File: src/rtl/mips_regfile_mp.sv
// Parametrised multi-read-port register file for the MIPS multi-cycle datapath.
// Provides an optional hardwired zero register, same-cycle write-to-read bypass,
// and a per-register busy scoreboard that tracks outstanding multi-cycle producers.
module mips_regfile_mp #(
   parameter int NUM_REGS     = 32,
   parameter int DATA_WIDTH   = 32,
   parameter int NUM_RD_PORTS = 2,
   parameter int ZERO_REG_EN  = 1,
   parameter int BYPASS_EN    = 1,
   parameter logic [DATA_WIDTH-1:0] RESET_VALUE = '0,
   localparam int AW = $clog2(NUM_REGS)
) (
   input  logic                               clk,
   input  logic                               rst,
   input  logic [NUM_RD_PORTS*AW-1:0]         rd_addr,
   output logic [NUM_RD_PORTS*DATA_WIDTH-1:0] rd_data,
   output logic [NUM_RD_PORTS-1:0]            rd_busy,
   input  logic                               wr_en,
   input  logic [AW-1:0]                      wr_addr,
   input  logic [DATA_WIDTH-1:0]              wr_data,
   input  logic                               busy_set,
   input  logic [AW-1:0]                      busy_addr,
   output logic [NUM_REGS-1:0]                busy
);

   // Depth expressed at address width plus one bit, so that a depth equal to a
   // power of two is still representable and range checks stay width-matched.
   localparam logic [AW:0] DEPTH = (AW+1)'(NUM_REGS);

   logic [DATA_WIDTH-1:0] regs [NUM_REGS];

   logic wr_in_range;
   logic wr_is_zero;
   logic wr_ok;
   logic bs_in_range;
   logic bs_is_zero;
   logic bs_ok;

   // Qualify the write and busy-set requests: out-of-range addresses and the
   // hardwired zero register are silently dropped.
   always_comb begin
      wr_in_range = ({1'b0, wr_addr} < DEPTH);
      wr_is_zero  = (ZERO_REG_EN != 0) && (wr_addr == '0);
      wr_ok       = wr_en && wr_in_range && !wr_is_zero;
      bs_in_range = ({1'b0, busy_addr} < DEPTH);
      bs_is_zero  = (ZERO_REG_EN != 0) && (busy_addr == '0);
      bs_ok       = busy_set && bs_in_range && !bs_is_zero;
   end

   // Register storage: reset wins over everything, otherwise a qualified write
   // updates the single addressed register.
   always_ff @(posedge clk) begin
      for (int r = 0; r < NUM_REGS; r++) begin
         if (rst) begin
            regs[r] <= RESET_VALUE;
         end else if (wr_ok && (wr_addr == AW'(r))) begin
            regs[r] <= wr_data;
         end
      end
   end

   // Busy scoreboard: a newly claimed producer takes priority over a write
   // retiring the previous producer of the same register.
   always_ff @(posedge clk) begin
      for (int r = 0; r < NUM_REGS; r++) begin
         if (rst) begin
            busy[r] <= 1'b0;
         end else if (bs_ok && (busy_addr == AW'(r))) begin
            busy[r] <= 1'b1;
         end else if (wr_ok && (wr_addr == AW'(r))) begin
            busy[r] <= 1'b0;
         end
      end
   end

   genvar p;
   generate
      for (p = 0; p < NUM_RD_PORTS; p++) begin : g_rd_port
         logic [AW-1:0]         ra;
         logic                  ra_valid;
         logic [DATA_WIDTH-1:0] port_data;
         logic                  port_busy;

         assign ra = rd_addr[p*AW +: AW];

         // Combinational read with bypass: an in-flight qualified write to the
         // same address is forwarded and therefore no longer reported as busy.
         always_comb begin
            ra_valid  = ({1'b0, ra} < DEPTH) && !((ZERO_REG_EN != 0) && (ra == '0));
            port_data = '0;
            port_busy = 1'b0;
            if (ra_valid) begin
               for (int r = 0; r < NUM_REGS; r++) begin
                  if (ra == AW'(r)) begin
                     port_data = regs[r];
                     port_busy = busy[r];
                  end
               end
               if ((BYPASS_EN != 0) && wr_ok && (wr_addr == ra)) begin
                  port_data = wr_data;
                  port_busy = 1'b0;
               end
            end
         end

         assign rd_data[p*DATA_WIDTH +: DATA_WIDTH] = port_data;
         assign rd_busy[p]                          = port_busy;
      end
   endgenerate

endmodule

File: config.mk
export PLATFORM = sky130hd
export DESIGN_NAME = mips_regfile_mp
export DESIGN_NICKNAME = d
export VERILOG_FILES = /design/src/rtl/mips_regfile_mp.sv
export SDC_FILE = /design/constraint.sdc
export NUM_CORES = 2
export LEC_CHECK = 0
export CORE_MARGIN = 8
export CORE_UTILIZATION = 40
export CTS_CLUSTER_DIAMETER = 120
export DETAILED_ROUTE_END_ITERATION = 10
export PLACE_DENSITY = 0.58
export SYNTH_ARGS = -nofsm -noshare
export SYNTH_HDL_FRONTEND = slang
export SYNTH_SLANG_ARGS = --single-unit
File: constraint.sdc
create_clock -name clk -period 3.7 [get_ports clk]
set_input_delay 0.555 -clock clk [delete_from_list [all_inputs] [get_ports clk]]
set_output_delay 0.555 -clock clk [all_outputs]
set_load 0.05 [all_outputs]
==> impl_metrics.ini <==
[synthesis]
synth-edff-count = 992
synthDominantCellAreaShare_pct = 53.6
yosysMostFrequentCell = edfxtp_1
synth_top_area_cell = edfxtp_1
yosys_warnings = 0
synthTopCellsByCount = 992 x edfxtp_1, 938 x and2_1, 442 x a22oi_1
synth_top_flop_cell = edfxtp_1
ys_ff_latch = 1024
syn_inst = 5152
syn_area_um2 = 55600
async_flop_share_pct = 0
seq_area_frac_synth_pct = 54.8
syn_avg_cell_area_um2 = 10.8
synth.distinct_cells = 87
syn_nets = 5208
synth_area_leaders = edfxtp_1 54%, and2_1 11%, a22oi_1 6.0%

[routing]
drc = 3
drt_first_pass_iters = 11
viasPerCell = 7.42
post_drt_wl_per_cell_um = 50.7
postRouteAntennaNets = 0
first_iter_violations = 13542
finalWirelength_um = 415000
via_count = 60736

[run_status]
outcome = finished with violations
violations = DRC, setup timing

[finish]
final_util_pct = 56.4
final_layout_size_suffix_gt1_share_pct = 32.7
num-nets-final = 6297
area_growth_pct = 39.7
final_area_um2 = 77600

[worst_setup_path]
r2r_slack_ns = 2.91
crit_fanout = 2
worstPathRequired_ns = 3.14
critPathCaptureType = output pin
worst-r2r-cell-count = 2
critPathKind = reg -> out
arrival_ns = 3.48
r2r_end = busy[18]
critPathLaunchType = register
r2r_start = busy[18]

[die]
die_h_um = 389
rows = 136
fp.coreArea_um2 = 138000
ioPinCount = 154
die-area_um2 = 151000
die_w_um = 389
start_util_pct = 40.4

[sta]
setup_viol = 41
max_freq_ghz = 0.248
fin_crit_ns = 4.04
fin_ws_ns = -0.339
final.setup.tns_ns = -3.15
rsz0062_at_grt = yes
slew_viol_final = 0
relSlewSlack_pct = 19.2
clock-skew-final_ns = 0
finalHoldViolCount = 0
post-route-period-util_pct = 109
worst_pin_slew_ns = 1.21

[cts]
cts.clk_slew.worst_paths_ns = 0.07
htree_levels = 3
cts_buffer_depth = 3
clkSinkCount = 1024
clk_latency_ns = 0.80
clockRootBuffer = clkbuf_16
numCtsBuffers = 119
cts_hold_buf = 0
cts_tree = yes

[place]
place_area_um2 = 69500
globalplace.congestion = 1.12
io_buffers = 153
dpl.hpwl_um = 301000
dp_slack_ns = -0.798

[global_route]
first_global_vias = 55293
grt_overflow = 0
antenna_found_initial = 56
grt_pass1_wl_um = 532000
grt_max_degree = 34
track_usage_pct = 52.5

[pwr]
irDropWorstVdd_v = 0.000388
leakage_nw = 28.9
powerDensity_nw_per_um2 = 427

[job]
cap_violations = 0

[worst_hold_path]
worstHoldEndpoint = busy[0]
hp-start = busy[0]
holdCritPathClass = reg -> reg
holdPathStages = 1
-- how the worst max path moves through the flow --
stage	slack, ns	start	end
after CTS	-0.20	rd_addr[9]	rd_data[48]
after global routing	-0.32	regs[0][280]	rd_data[24]
after detailed placement	-0.80	rd_addr[3]	rd_data[25]
final	-0.34	regs[0][184]	rd_data[24]
after global placement	-1.41	rd_addr[3]	rd_data[10]
after floorplan	0.04	wr_addr[0]	rd_data[17]
-- state kept, by name, indices dropped and copies added, names as in the netlist --
| name | count |
|---|---|
| busy | 32 |
| regs | 992 |
-- logic make-up after synthesis --
group                     synth area share (%)
muxes                                     1.35
xor gates and xnor gates                 0.158
buffers and inverters                     4.56
and+or+nand+nor                           20.4
DFF                                       54.8
AOI/OAI and AO/OA                         18.8
-- repair_timing --
action                                  in CTS  in global routing
pin swaps                                  107                148
gates cloned                                 1                  5
endpoints found under the setup margin      66                 63
resized for setup                          381                250
hold endpoints to repair                     0                  0
buffers inserted                            58                 80
-- metrics by stage --
stage	cells	hold slack [ns]	power [mW]
CTS	8071	0.474	32.4
global route	8143	0.514	33.3
finish	8180	0.476	33.2
global placement	7792	0.456	19.7
detailed placement	7793	0.462	19.7
floorplan	5152	0.671	15.8
-- layer usage --
metal	global-route usage (%)	vias up	part of all wire, %
met5	1.08	-	0.11
met2	73.8	7098	39
met3	21.6	2354	15
met4	49.7	26	13
met1	59.8	29379	32
li1	-	21879	-
-- worst max-delay path, stage by stage, from the launching register on --
cell and delay [ns]:
edfxtp_1 0.45, mux2i_1 0.17, o32ai_1 0.10, a221oi_1 0.23, buf_4 0.16, o211ai_1 0.12
o31ai_4 0.80, a221o_1 0.37, a21oi_2 0.10, buf_12 0.17
-- where the power goes --
| group | total (mW) | switching [mW] | internal [mW] | leakage [nW] |
|---|---|---|---|---|
| registers | 14.1 | 0.752 | 13.4 | 9.71 |
| clock network | 12.8 | 5.53 | 7.23 | 1.98 |
| logic | 6.30 | 4.02 | 2.28 | 17.2 |
| total | 33.2 | 10.3 | 22.9 | 28.9 |
-- placed cells by master (no fill, tap or decap), types with 23 or more instances in the layout --
master	count
o221ai_1	34
mux2i_1	38
o211ai_1	35
buf_8	24
buf_12	285
nor3_1	81
clkinv_2	27
nand2_1	254
nand2b_1	30
nand3_1	60
and3_1	61
a22oi_1	399
dfxtp_1	32
edfxtp_1	992
a21oi_2	23
diode_2	39
and2_1	935
a221oi_1	77
inv_1	44
nor4_1	32
nand4_1	76
a22o_1	47
nor2_2	38
a21o_2	28
nor2_4	54
o22ai_1	73
a22oi_2	43
o21ai_0	168
buf_4	998
a31oi_1	29
nor2_1	178
clkbuf_16	126
buf_6	90
clkdlybuf4s50_1	70
a21oi_1	215
-- final cells by class --
class,count,area (um^2)
Inverter,47,180
Multi-Input combinational cell,3568,25100
Fill cell,11762,60000
Clock inverter,87,972
Antenna cell,39,97.6
Sequential cell,1024,30400
Timing Repair Buffer,1481,15500
Tap cell,1794,2240
Clock buffer,140,3120
(Power assumes the default switching activity.)
